$ cat config.mk
export PLATFORM = sky130hd
export DESIGN_NAME = crc32_eth
export DESIGN_NICKNAME = d
export VERILOG_FILES = /design/src/rtl/crc_pkg.sv /design/src/rtl/crc32_byte_step.sv /design/src/rtl/crc32_eth.sv
export SDC_FILE = /design/constraint.sdc
export NUM_CORES = 1
export LEC_CHECK = 0
export CORE_AREA = 2 2 95 60
export CTS_CLUSTER_DIAMETER = 200
export DETAILED_ROUTE_END_ITERATION = 10
export DIE_AREA = 0 0 97 62
export GPL_TIMING_DRIVEN = 0
export MAX_ROUTING_LAYER = met4
export PLACE_DENSITY_LB_ADDON = 0.08
export SLEW_MARGIN = 20
export SYNTH_ARGS = -nofsm -noshare
export SYNTH_HDL_FRONTEND = slang
export SYNTH_SLANG_ARGS = --single-unit
$ cat constraint.sdc
create_clock -name clk -period 5.1 [get_ports clk]
set_input_delay 1.02 -clock clk [delete_from_list [all_inputs] [get_ports clk]]
set_output_delay 1.02 -clock clk [all_outputs]
set_load 0.01 [all_outputs]
$ cat src/rtl/crc_pkg.sv
// Shared CRC-32 (IEEE 802.3) definitions for the MAC FCS generator and the
// future receive-path checker.
//   CRC32_POLY_REFL : reflected polynomial (normal form 0x04C11DB7)
//   CRC32_INIT      : register seed
//   CRC32_XOR_OUT   : final complement applied to the output view
//   crc32_byte()    : one byte through the reflected (LSB-first) register
//   bitrev32()      : 32-bit bit reversal
package crc_pkg;

  localparam logic [31:0] CRC32_POLY_REFL = 32'hEDB88320;
  localparam logic [31:0] CRC32_INIT      = 32'hFFFFFFFF;
  localparam logic [31:0] CRC32_XOR_OUT   = 32'hFFFFFFFF;

  // Bit 0 of d is the first bit on the wire, so it is absorbed first.
  function automatic logic [31:0] crc32_byte(input logic [31:0] c,
                                             input logic [7:0]  d,
                                             input logic [31:0] poly = CRC32_POLY_REFL);
    logic [31:0] r;
    logic        fb;
    r = c;
    for (int b = 0; b < 8; b++) begin
      fb = r[0] ^ d[b];
      r  = (r >> 1) ^ (fb ? poly : 32'h0);
    end
    return r;
  endfunction

  function automatic logic [31:0] bitrev32(input logic [31:0] x);
    logic [31:0] r;
    for (int i = 0; i < 32; i++) r[31-i] = x[i];
    return r;
  endfunction

endpackage

$ cat src/rtl/crc32_byte_step.sv
// Pure combinational next-state for a byte-serial reflected CRC-32.
// All eight bit iterations collapse into one XOR network.
//   crc   in  32  current reflected register
//   data  in   8  byte, bit 0 first on the wire
//   next  out 32  register after absorbing data
module crc32_byte_step
  import crc_pkg::*;
#(
  parameter logic [31:0] POLY_REFL = CRC32_POLY_REFL
) (
  input  logic [31:0] crc,
  input  logic [7:0]  data,
  output logic [31:0] next
);

  always_comb begin
    next = crc32_byte(crc, data, POLY_REFL);
  end

endmodule

$ cat src/rtl/crc32_eth.sv
// Byte-serial IEEE 802.3 FCS generator for the MII transmit path.
// One byte absorbed per clock when data_valid is high; no stall, no handshake.
// The only way to re-seed is rstn; the caller pulses it between frames.
//   clk         in   1   rising-edge clock
//   rstn        in   1   async active-low reset, seeds crc_reg with INIT
//   data_in     in   8   frame byte, bit 0 first on the wire
//   data_valid  in   1   absorb data_in on this edge
//   crc_out     out 32   running FCS in transmit order, bit 31 first on wire
module crc32_eth
  import crc_pkg::*;
#(
  parameter logic [31:0] POLY_REFL = CRC32_POLY_REFL,
  parameter logic [31:0] INIT      = CRC32_INIT,
  parameter logic [31:0] XOR_OUT   = CRC32_XOR_OUT
) (
  input  logic        clk,
  input  logic        rstn,
  input  logic [7:0]  data_in,
  input  logic        data_valid,
  output logic [31:0] crc_out
);

  logic [31:0] crc_reg;
  logic [31:0] crc_next;

  crc32_byte_step #(.POLY_REFL(POLY_REFL)) u_step (
    .crc  (crc_reg),
    .data (data_in),
    .next (crc_next)
  );

  // The enable gates the load, so garbage on data_in during gaps never
  // reaches the register.
  always_ff @(posedge clk or negedge rstn) begin
    if (!rstn)           crc_reg <= INIT;
    else if (data_valid) crc_reg <= crc_next;
  end

  // Complement and reverse so crc_out[31] is the first FCS bit on the wire;
  // MII nibble k is crc_out[31-4k:28-4k] with bit 31-4k on txd[0].
  assign crc_out = bitrev32(crc_reg ^ XOR_OUT);

endmodule

* Word-level counts from Yosys, hierarchy flattened *
Index checks and enable logic that the tools add are counted.

cells by class
  magnitude comparators = 0
  shift operators = 0
  reduce and logical (&&, ||, !) cells = 0
  multiply operators = 0
  multiplexer cells = 8
  eq/ne operators = 0
  div/mod/pow operators = 0
  bitwise operators = 17
  add/subtract/negate cells = 0

operator list
  operator          count
  $mux W32          8
  $xor A31 B32 Y32  8
  $not A32 Y32      1
  $xor A1 B1 Y1     8

word-level totals
  bits in read-only memories = 0
  bits in writable memories = 0
  latch bits = 0
  memories = 0
  register bits = 32
  input port bits = 11
  word-level logic and storage cells = 26
  output and inout port bits = 32

* Depth between registers and ports, before layout *
Gate-level depths: netlist of run 1.

  depth in word-level cells = 24
  depth in mapped cells = 5
  gate-level depth less buffers = 5

* Hierarchy *
Synthesis of run 1 repeated with hierarchy kept, for this count alone.

unflattened totals
  cells, all modules = 168
  area total of the unflattened synthesis = 2496.1 um2

modules (own cells, without submodules)
  module           instances  cells each  sequential area each (um2)  area an instance (um2)
  crc32_eth        1          100         840.8                       1505.2
  crc32_byte_step  1          68          0.0                         991.0

* Worst setup path before layout of run 1 *
Ideal clock, no wire load.

  path type = in2reg
  start = in data_in[7]
  end = reg crc_reg[26]
  library setup time = 73 ps
  stages = 5
  setup slack = 2606 ps
  path buffers = 0
  data arrival time = 2421 ps
  data required time = 5027 ps
  cell sequence = xor2_1 -> xnor2_1 -> xnor3_1 -> xnor2_1 -> a21oi_1

on the way
  cells in the longest elaborated chain, start to end = 3

RTL lines
  element               line             RTL
  start, declared       crc32_eth.sv:18  input logic [7:0] data_in,
  $xor A1 B1 Y1         crc_pkg.sv:22    fb = r[0] ^ d[b];
  $mux W32              crc_pkg.sv:23    r = (r >> 1) ^ (fb ? poly : 32'h0);
  $xor A31 B32 Y32      crc_pkg.sv:23
  end signal, assigned  crc32_eth.sv:36  else if (data_valid) crc_reg <= crc_next;
  end, declared         crc32_eth.sv:23  logic [31:0] crc_reg;

Every way passes these cells.
A chain may end at the register's enable or synchronous reset.

* Worst setup path after layout of run 1 *
  start = in data_in[1]
  end = reg crc_reg[19]

on the way
  cells in the longest elaborated chain, start to end = 11

RTL lines
  element                         line
  $xor A1 B1 Y1                   crc_pkg.sv:22
  $mux W32                        crc_pkg.sv:23
  $xor A31 B32 Y32 (6 in series)  crc_pkg.sv:23
  $xor A1 B1 Y1                   crc_pkg.sv:22
  $mux W32                        crc_pkg.sv:23
  $xor A31 B32 Y32                crc_pkg.sv:23

Every way passes these cells.

==> results of run 1 <==
## logic make-up after synthesis
| family | Yosys count |
|---|---|
| AOI/OAI and AO/OA | 22 |
| and+or+nand+nor | 22 |
| muxes | 10 |
| buffers and inverters | 38 |
| xor gates and xnor gates | 72 |
| DFF | 32 |
## layer usage
layer / vias to the layer above / global-route usage (%)
li1: 688 / -
met5: - / -
met3: 3 / 3.803
met2: 42 / 24.80
met4: 0 / 5.433
met1: 679 / 24.76
## critical path, delay by kind of cell
| kind | cells | cell delay, ns |
|---|---|---|
| buf+inv | 1 | 0.44 |
| mux | 1 | 0.10 |
| xor+xnor | 4 | 1.58 |
## placed cells by master, fill, tap and decap left out
master	n
clkbuf_8	6
a21oi_1	7
clkbuf_1	4
xnor2_1	55
buf_1	2
buf_16	1
clkdlybuf4s50_1	40
clkinv_2	2
nor2_1	7
xor2_2	1
buf_2	1
mux2i_1	10
inv_1	32
xor2_4	2
xor3_1	1
xnor2_4	1
xnor2_2	4
dfstp_2	32
o21ai_0	15
xnor3_1	3
xor2_1	5
nand2_1	15
## area by class of cell
cell class	count	share of cell area [%]
timing repair buffer	42	16.22
buffer	6	0.8439
sequential	32	31.50
inverter	32	4.501
multi-input combinational	126	40.23
clock buffer	6	3.094
tap	69	3.235
clock inverter	2	0.3751
## worst max path at each step
stage / start / endpoint / cells after the start
floorplan: data_in[7] / crc_reg[26] / 5
global placement: data_in[1] / crc_reg[19] / 6
CTS: data_in[1] / crc_reg[19] / 6
detailed placement: data_in[1] / crc_reg[19] / 6
finish: data_in[1] / crc_reg[19] / 6
global route: data_in[1] / crc_reg[19] / 6
## metrics by stage
| step | instance area (sq um) | instances | util [%] | hold slack (ns) | setup WS, ns |
|---|---|---|---|---|---|
| floorplan | 2057 | 196 | - | 0.4815 | 2.606 |
| finish | 2669 | 315 | 50.53 | 0.5003 | 2.146 |
| CTS | 2669 | 315 | 50.53 | 0.5043 | 2.122 |
| global route | 2669 | 315 | 50.53 | 0.5319 | 2.013 |
| detailed placement | 2576 | 307 | 48.78 | 0.4884 | 1.818 |
| global placement | 2554 | 306 | 48.35 | 0.4865 | 1.785 |
==> run metrics, run 1 <==
detailed-route wire length 4594 um; CORE AREA 5281 sq um; chip width 97 um; HPWL after detailed placement 3353 um; Initial Util 38.95%; die area 6014 sq um; Tmin final 2.954 ns; total negative slack 0 ns; crit-path cells clkdlybuf4s50_1 -> xnor2_2 -> xnor2_1 -> xnor3_1 -> xnor2_1 -> mux2i_1; Mapped Area 2057 sq um; flop-to-flop setup slack 2.81 ns; Net Count, Synth 207; Data required, critical path 5.30 ns; Resized Gates After CTS 0; Post-Syn Instances 196; Hold-fix buffers, CTS 0; Clock transition at path regs 0.07 ns; worst-path fanout max 5; Unique masters post-synth 17; Commonest cells post-synth 55 x xnor2_1, 32 x dfstp_2, 32 x inv_1; largest family of logic cells by synthesized area XOR/XNOR gates; Final Max Tran Viols 0; Post-synth ARST share 100.0%; final hold vios 0; global-route wire length before repair 7452 um; Yosys reg bits 32; Syn. warnings 0; hold path endpoint crc_reg[20]; EDFF count, synth 0; WP data arrival 3.15 ns; R2R depth 5; Synth area leader dfstp_2; RSZ-0062 raised after global routing no; uppermost layer routed met4; worst hold path class reg -> reg; ys flop type dfstp_2; max reg flops 32; largest stage delay on the critical path 0.56 ns; vias in the first global route 1405; most frequent CP cell xnor2_1; clock sinks 32; Worst Tran Pin Value 0.7109 ns; slowest cell on the critical path xnor3_1; min-delay src crc_reg[20]; CTS H-tree depth 2; Multi-input gate area 1074 sq um; max cap viols 0; Clock Tree Root clkbuf_8; Routability Congestion 0.7300; # IOs 43; Antenna Nets Post-Route 0; wl on met1 2456 um; Max Clock Skew 0.01009 ns; I/O Buffers 41; final-stage net count 256; post-synthesis xor/xnor area fraction 37.96%; largest net degree at the start of global routing 19; met2 wire len 1852 um; kind of critical path in -> reg; Worst Setup Start Kind input port; Final setup viols 0; most common cell in the synthesized netlist xnor2_1; multiplexer area fraction after synthesis 4.866%; Num CTS Buffers 5; Crit. End Element flop; period utilization 57.92%; die height 62 um; layout cells sized above 1 20.33%; area delta synth->final 29.74%; worst reg2reg path startpoint crc_reg[7]; Slew headroom 52.27%; detailed-route DRC error count 0; DRT iter0 DRCs 47; Post-CTS Setup Inserts 0; GRT Total Usage 17.37%; Synth Area in Compound Gates 5.353%; WL per Instance 14.58 um; CTS tree yes; post-synthesis adder-cell area fraction 0%; ant diodes 0; Simple-Gate Fraction of Synth Area 4.015%; via count 1412; Skew-Pair Late Insertion Delay 0.29 ns; initial antenna violation count 0; highest clock rate 0.3385 GHz; routed length on met3 249 um; run status complete, no violations; Vias per Instance 4.483; CTS Buffer Depth 2; reg-to-reg endpoint crc_reg[19]; filler instances 519; gr ovfl total 0; Row Count 21; register area share after synthesis 40.88%; syn avg cell area 10.49 sq um; hold path cells 2; FF+latch area 840.8 sq um; synth top area cells dfstp_2 41%, xnor2_1 23%, inv_1 5.8%, mux2i_1 4.9%, o21ai_0 3.6%; DRT Pass-1 Iters 4; share of the synthesized area in the top cell type 40.88%
Power of run 1 is left out: the tool's default activity adds up to more than one toggle a clock period on the data nets, which glitch-free logic cannot reach.
==> run 2: changes to the inputs <==
==> constraint.sdc (replaced) <==
create_clock -name clk -period 2.65 [get_ports clk]
set_input_delay 0.53 -clock clk [delete_from_list [all_inputs] [get_ports clk]]
set_output_delay 0.53 -clock clk [all_outputs]
set_load 0.01 [all_outputs]
==> results of run 2 <==
Same layout as run 1 (identical final DEF). Status: complete, no violations.
Main changes from that run: setup slack after placement 1.818 ns -> -0.1422 ns; clock-pin slew on the worst setup and hold paths 0.07 ns -> 0.08 ns; setup slack after layout 2.146 ns -> 0.1859 ns; hold slack 0.5003 ns -> 0.4406 ns; register-to-register setup slack 2.81 ns -> 0.36 ns
Power of run 2 is left out for the same reason.
==> run 3: changes to the inputs <==
--- a/config.mk
+++ b/config.mk
@@ -5,10 +5,10 @@
 export SDC_FILE = /design/constraint.sdc
 export NUM_CORES = 1
 export LEC_CHECK = 0
-export CORE_AREA = 2 2 95 60
+export CORE_AREA = 2 2 96 61
 export CTS_CLUSTER_DIAMETER = 200
 export DETAILED_ROUTE_END_ITERATION = 10
-export DIE_AREA = 0 0 97 62
+export DIE_AREA = 0 0 98 63
 export GPL_TIMING_DRIVEN = 0
 export MAX_ROUTING_LAYER = met4
 export PLACE_DENSITY_LB_ADDON = 0.08
==> run 3 against run 2 <==
Net effect:
- global-route usage shrank 0.56 points
- clock-buffer cell count grew 1
- sequential cell count is the same
- via count shrank 2.9%
- non-clock buffer count is the same
- final area grew 0.42%
- register-to-register slack lost 0.06 ns
- final cell count shrank 0.32%
- critical endpoint unchanged
- first-iteration DRC count shrank 21%
- setup slack lost 0.11 ns
- hold slack gained 0.00093 ns
- die area grew 2.7%
==> run metrics, run 3 (synthesis results as in run 1) <==
WL per Instance 14.54 um (-0.29%); gr ovfl total 0 (unchanged); RSZ-0062 raised after global routing no; WP data arrival 2.76 ns; most common cell after layout, fill and taps aside xnor2_1; Initial Util 38.56% (-0.38 points); vias in the first global route 1466 (+4.3%); Max Clock Skew 0.003710 ns (-0.006377 ns); via count 1371 (-2.9%); chip width 98 um (+1.0%); Slew headroom 47.04% (-5.2 points); initial antenna violation count 0 (unchanged); # IOs 43 (unchanged); Hold-fix buffers, CTS 0 (unchanged); Final Max Tran Viols 0 (unchanged); filler instances 518 (-0.19%); highest clock rate 0.3890 GHz; worst reg2reg path startpoint crc_reg[1]; ant diodes 0 (unchanged); die area 6174 sq um (+2.7%); clock sinks 32 (unchanged); DRT Pass-1 Iters 4 (unchanged); worst hold path class in -> async; Num CTS Buffers 5 (unchanged); largest stage delay on the critical path 0.65 ns (+0.09 ns); commonest non-fill, non-tap cells in the layout 55 x xnor2_1, 40 x clkdlybuf4s50_1, 32 x inv_1, 32 x dfstp_2; CORE AREA 5334 sq um (+1.0%); max reg flops 32 (unchanged); run status complete, no violations; DRT iter0 DRCs 37 (-21%); area delta synth->final 30.29%; Row Count 21 (unchanged); Skew-Pair Late Insertion Delay 0.28 ns (about the same); detailed-route DRC error count 0 (unchanged); global-route wire length before repair 7748 um (+4.0%); CTS H-tree depth 2 (unchanged); Worst Setup Start Kind input port; most frequent CP cell xnor2_1; Crit. End Element flop; Tmin final 2.571 ns; worst-path fanout max 5 (unchanged); Worst Tran Pin Value 0.7887 ns (+0.07782 ns); Routability Congestion 0.7430 (+1.8%); Vias per Instance 4.366 (-2.6%); final hold vios 0 (unchanged); Post-CTS Setup Inserts 0 (unchanged); CTS Buffer Depth 2 (unchanged); Setup crit start data_in[1]; HPWL after detailed placement 3424 um (+2.1%); largest net degree at the start of global routing 20 (+1); kind of critical path in -> reg; Clock Tree Root clkbuf_8; Final setup viols 0 (unchanged); CTS tree yes; Antenna Nets Post-Route 0 (unchanged); detailed-route wire length 4566 um (-0.61%); I/O Buffers 41 (unchanged); hold slack final 0.4415 ns; GRT Total Usage 16.81% (-0.56 points); Clock transition at path regs 0.07 ns; crit-path cells clkdlybuf4s50_1 -> xnor2_2 -> xnor2_1 -> xnor3_1 -> xnor2_1 -> mux2i_1; Data required, critical path 2.84 ns; slowest cell on the critical path xnor2_1; die height 63 um (+1.6%); final-stage net count 256 (unchanged); max cap viols 0 (unchanged); layout cells sized above 1 20.41% (+0.083 points); period utilization 97.01%
==> run 3: cell type report <==
type	count	area (sq um)	share of cell area [%]
well taps	69	86.33	3.221
inverters	32	120.1	4.482
multi-input cells	126	1081	40.34
plain buffers	6	22.52	0.8403
flip-flops and latches	32	840.8	31.37
clock buffers	7	96.34	3.595
repair buffers	42	432.9	16.15
==> run 3: worst paths after layout <==
kind | end | slack (ns) | cells after the start
setup / recovery | crc_reg[19] | 0.08 | 6
hold / removal | crc_reg[3] | 0.44 | 1
setup reg to reg | crc_reg[19] | 0.30 | 5
hold reg to reg | crc_reg[21] | 0.50 | 2
max in group asynchronous | crc_reg[29] | 1.99 | 2
min in group clk | crc_reg[21] | 0.50 | 2
==> run 3: stage by stage <==
step / worst slack [ns] / cells / area, sq um / TNS [ns] / util, %
finish: 0.07918 / 314 / 2680 / 0 / 50.25
global route: 0.03531 / 314 / 2680 / 0 / 50.25
CTS: 0.1030 / 314 / 2673 / 0 / 50.11
detailed placement: -0.1890 / 307 / 2576 / -0.5376 / 48.30
global placement: -0.2147 / 306 / 2554 / -0.4595 / 47.88
floorplan: 0.6463 / 196 / 2057 / 0 / -
==> run 3: worst max-delay path: cells and delay by family <==
kind | cells | cell delay (ns)
buf+inv | 1 | 0.44
xor+xnor | 4 | 1.69
mux | 1 | 0.10
==> run 3: routing by layer <==
layer	vias up	routed length, um	global-route usage, %
li1	684	-	-
met1	654	2470	24.14
met2	29	1899	24.57
met3	4	171	3.803
met4	0	24	3.125
met5	-	0	-
==> run 3: what timing repair did <==
| action | in CTS | in global routing |
|---|---|---|
| gates resized for setup | 0 | 1 |
| setup endpoints to repair | 0 | 1 |
| hold endpoints to repair | 0 | 0 |
Power of run 3 is left out for the same reason.
==> edit 1, RTL diff (settings of run 3) <==
Register the output `crc_out`, cleared by the reset; this adds one clock of latency there.
--- a/src/rtl/crc32_eth.sv
+++ b/src/rtl/crc32_eth.sv
@@ -40,3 +40,9 @@
   // MII nibble k is crc_out[31-4k:28-4k] with bit 31-4k on txd[0].
-  assign crc_out = bitrev32(crc_reg ^ XOR_OUT);
+  always_ff @(posedge clk or negedge rstn) begin
+    if (!rstn) begin
+      crc_out <= '0;
+    end else begin
+      crc_out <= bitrev32(crc_reg ^ XOR_OUT);
+    end
+  end
 
Formal check against the unedited RTL: not equivalent (Yosys sat finds a counterexample within 4 cycles, from zero or initial values and one cycle with rstn low).
==> edit 1 against run 3 <==
- routed wire length increased by 11%
- area after synthesis is 39% higher
- worst setup slack improved by 0.20 ns
- largest cell class is now registers
- global-route usage increased by 2.4 points
- first-iteration DRC count rose by 62%
- critical path type unchanged
- non-clock buffer count unchanged
- sequential cell count rose by 32
- count of clock-buffer cells in the layout up 6
- cell area is 33% higher
Power is not shown: default switching activity piles up to over one toggle a cycle in this logic, so the estimate is an artifact.
==> edit 1: results (changes against run 3) <==
| Metric | Value |
|---|---|
| CTS resizes | 0 (unchanged) |
| Root buffer cell | clkbuf_8 |
| Status | finished, final reports clean |
| Worst-Skew Late Latency | 0.34 ns (+0.06 ns) |
| Post-CTS Setup Repair Bufs | 0 (unchanged) |
| Pin count of the biggest net entering global routing | 40 (+100%) |
| Post-synth EDFFs | 0 (unchanged) |
| Mux share of post-synthesis cell area | 3.50% (-1.4 points) |
| CTS HTree Levels | 3 (+1) |
| Complex-gate fraction of the synthesized area | 3.85% (-1.5 points) |
| Worst Tran Pin Value | 0.758 ns (-0.0306 ns) |
| Final #Nets | 292 (+14%) |
| Yosys Warn Count | 0 (unchanged) |
| Port bufs | 41 (unchanged) |
| Synth Area in XOR/XNOR | 27.3% (-11 points) |
| Synth Area in Adders | 0% (unchanged) |
| Post-synth top flop | dfstp_2 |
| Largest cells by area after synthesis | dfstp_2 (29%), dfrtp_1 (28%), xnor2_1 (17%) |
| Detailed-route via count | 1676 (+22%) |
| Clock buffer depth | 2 (unchanged) |
| Synth unique cells | 18 (+1) |
| Total GRT Usage | 19.2% (+2.4 points) |
| CTS Buf Count | 9 (+4) |
| Initial antenna violation count | 0 (unchanged) |
| Post-synth top cells | xnor2_1 (55), dfrtp_1 (32), dfstp_2 (32), inv_1 (32) |
| Layout cell share with drive strength beyond 1 | 19.2% (-1.2 points) |
| Gpl congestion | 0.800 (+7.7%) |
| Critical Path Max Stage Delay | 0.61 ns (-0.04 ns) |
| Final setup TNS | 0 ns (unchanged) |
| Detailed Place HPWL | 3610 um (+5.5%) |
| Global-route wire length before repair | 8620 um (+11%) |
| Drt wl/cell | 14.3 um (-1.8%) |
| Crit Path Max Fanout | 5 (unchanged) |
| Clock slew at reported path FFs | 0.07 ns (about the same) |
| CP max stage cell | xnor2_1 |
| # diodes | 0 (unchanged) |
| Sequential area share after synthesis | 57.4% (+17 points) |
| Router iterations before antenna repair | 4 (unchanged) |
| Worst Hold Class | in2async |
| Async set-reset flop share out of synthesis | 100% (unchanged) |
| Clock Skews | 0.00940 ns (+0.00569 ns) |
| Iter 0 DRT Violations | 60 (+62%) |
| Synthesized Nets | 239 (+15%) |
| Fillers | 422 (-19%) |
-- edit 1: logic make-up after synthesis --
group / Yosys count
and+or+nand+nor: 22
AOI/OAI and AO/OA: 22
muxes: 10
DFF: 64
xor gates and xnor gates: 72
buffers and inverters: 38
-- edit 1: path summary, 6_finish.rpt --
kind | endpoint | slack [ns] | cells past startpoint | start
max in group asynchronous | crc_reg[26] | 2.00 | 2 | rstn
max | crc_reg[19] | 0.28 | 6 | data_in[3]
max reg2reg | crc_reg[19] | 0.43 | 5 | crc_reg[7]
min in group clk | crc_out[5] | 0.46 | 1 | crc_reg[26]
min | crc_out[28] | 0.08 | 1 | rstn
min reg2reg | crc_out[5] | 0.46 | 1 | crc_reg[26]
-- edit 1: per-stage QoR --
step / instance area (um2) / hold WS [ns] / utilization (%) / cells / worst slack (ns)
4_1_cts: 3560 / 0.0811 / 66.8 / 355 / 0.309
2_1_floorplan: 2860 / 0.234 / - / 228 / 0.646
6_report: 3560 / 0.0824 / 66.8 / 355 / 0.276
3_5_place_dp: 3370 / 0.445 / 63.2 / 339 / -0.0575
5_1_grt: 3560 / 0.0902 / 66.8 / 355 / 0.139
3_3_place_gp: 3350 / 0.439 / 62.9 / 338 / -0.927
-- edit 1: final cells by class --
type / instances / area, um2 / area share (%)
timing repair buffer: 42 / 428 / 12.0
inverter: 32 / 120 / 3.37
tap: 69 / 86.3 / 2.42
clock inverter: 3 / 42.5 / 1.19
clock buffer: 13 / 149 / 4.18
sequential: 64 / 1640 / 46.1
buffer: 6 / 22.5 / 0.632
multi-input combinational: 126 / 1070 / 30.1
-- edit 1: metal layers --
| metal | vias to the layer above | routed length (um) | track usage [%] |
|---|---|---|---|
| met2 | 37 | 2180 | 26.5 |
| met1 | 828 | 2560 | 26.6 |
| met5 | - | 0 | - |
| met3 | 9 | 264 | 6.04 |
| li1 | 802 | - | - |
| met4 | 0 | 66 | 7.29 |
-- edit 1: worst max-delay path: cells and delay by family --
| kind | cells | cell delay, ns |
|---|---|---|
| multiplexers | 1 | 0.10 |
| buffers and inverters | 1 | 0.41 |
| XOR/XNOR | 4 | 1.57 |
==> edit 2, RTL diff (settings of run 3) <==
Made on the original files. Make the reset (`rstn`) synchronous in one clocked block. Comments in the files are not updated.
--- a/src/rtl/crc32_eth.sv
+++ b/src/rtl/crc32_eth.sv
@@ -33,3 +33,3 @@
   // reaches the register.
-  always_ff @(posedge clk or negedge rstn) begin
+  always_ff @(posedge clk) begin
     if (!rstn)           crc_reg <= INIT;
Formal check against the unedited RTL: differs if rstn is asserted again (counterexample within 4 cycles, from zero or initial values and one cycle with rstn low); with rstn held inactive, the same outputs for 4 cycles.
==> edit 2 against run 3 <==
- first-iteration DRC count is 120% higher
- sequential cell count stayed put
- worst setup slack better by 0.17 ns
- area after synthesis is 2.3% lower
- routed wire length is 4.1% higher
- sequential share of layout area is 6.7 points lower
- die area stayed put
- cell area is 3.1% lower
- count of clock-buffer cells in the layout is 1 higher
- critical path depth stayed put
- via count is 9.1% higher
- largest cell class unchanged
==> edit 2: results (changes against run 3) <==
| Metric | Value |
|---|---|
| Detailed Place HPWL | 3560 um (+4.0%) |
| Worst reg2reg startpoint | crc_reg[0] |
| R2R Path End | crc_reg[22] |
| Number of global-route vias before repair | 1476 (+0.68%) |
| Pin count of the biggest net entering global routing | 11 (-45%) |
| Crit Path Max Fanout | 9 (+4) |
| Fillers | 513 (-0.97%) |
| Gpl congestion | 0.782 (+5.2%) |
| Worst Hold Class | reg2reg |
| Largest cells by area after synthesis | dfxtp_1 (32%), xnor2_1 (18%), o211ai_1 (9.7%) |
| Final #Nets | 269 (+5.1%) |
| Total GRT Usage | 17.0% (+0.22 points) |
| Iter 0 DRT Violations | 80 (+120%) |
| Slew headroom | 56.5% (+9.5 points) |
| Arrival time at the worst endpoint | 2.59 ns (-0.17 ns) |
| Post-synth top cells | xnor2_1 (41), inv_1 (34), nand2_1 (33), dfxtp_1 (32), o211ai_1 (26) |
| Clock Skews | 0.00323 ns (-0.000480 ns) |
| R2R setup slack | 0.60 ns (+0.30 ns) |
| Starting density of the core | 37.7% (-0.89 points) |
| Synthesized Nets | 221 (+6.8%) |
| Synth unique cells | 19 (+2) |
| Status | finished, final reports clean |
| Final wirelength | 4750 um (+4.1%) |
| Post-synth top flop | dfxtp_1 |
| Mean Syn Cell Area | 9.57 um2 (-8.8%) |
| Inst Count DP | 320 (+4.2%) |
| Vias per cell | 4.56 (+4.5%) |
| Sequential area share after synthesis | 31.9% (-9.0 points) |
==> edit 2: how the worst max path moves through the flow <==
stage               start           to  slack [ns]
5_1_grt        data_in[0]  crc_reg[25]        0.16
3_3_place_gp   data_in[0]  crc_reg[22]       -0.07
6_report       data_in[0]  crc_reg[22]        0.25
4_1_cts        data_in[0]  crc_reg[22]        0.24
2_1_floorplan  data_in[0]  crc_reg[22]        0.77
3_5_place_dp   data_in[0]  crc_reg[22]       -0.06
==> edit 2: routing by layer <==
metal  routed length [um]  up-vias  GRT usage [%]
met5                    0        -              -
met4                   72        0           5.73
met3                  260        8           4.03
met2                 1850       39           22.3
met1                 2570      694           25.2
li1                     -      755              -
==> edit 2: critical path, stage by stage <==
cell and delay, ns:
clkdlybuf4s50_1 0.49, xnor2_4 0.47, xnor3_2 0.50, xnor2_2 0.27
xnor2_1 0.14, a21o_1 0.19
==> edit 2: cells by family (layout without fill, tap and decap cells) <==
| group | after synthesis | in the layout | share of synthesized area (%) |
|---|---|---|---|
| buf+inv | 44 | 93 | 9.22 |
| flops | 32 | 32 | 31.9 |
| compound gates | 33 | 33 | 12.1 |
| xor+xnor | 67 | 67 | 40.4 |
| simple gates | 34 | 34 | 6.35 |
==> edit 2: power by group through the flow <==
stage          sequential (mW)  clock (mW)  combinational, mW
6_report                 0.785       0.385               2.34
5_1_grt                  0.810       0.427               2.53
4_1_cts                  0.788       0.399               2.35
3_5_place_dp             0.799           0               2.33
3_3_place_gp             0.795           0               2.34
2_1_floorplan            0.770           0               1.72
==> edit 2: area by class of cell <==
cell class              instances  share of cell area, %
inverters                      34                   4.92
flip-flops and latches         32                   24.7
clock buffers                   8                   3.47
well taps                      69                   3.33
repair buffers                 41                   15.8
plain buffers                  10                   2.22
multi-input cells             134                   45.6
==> edit 2: stage by stage <==
step	worst slack (ns)	hold WS [ns]	cell area (um2)
floorplan	0.765	0.451	2010
global placement	-0.0706	0.468	2510
detailed placement	-0.0571	0.468	2510
CTS	0.242	0.487	2600
global route	0.156	0.519	2600
finish	0.245	0.484	2600
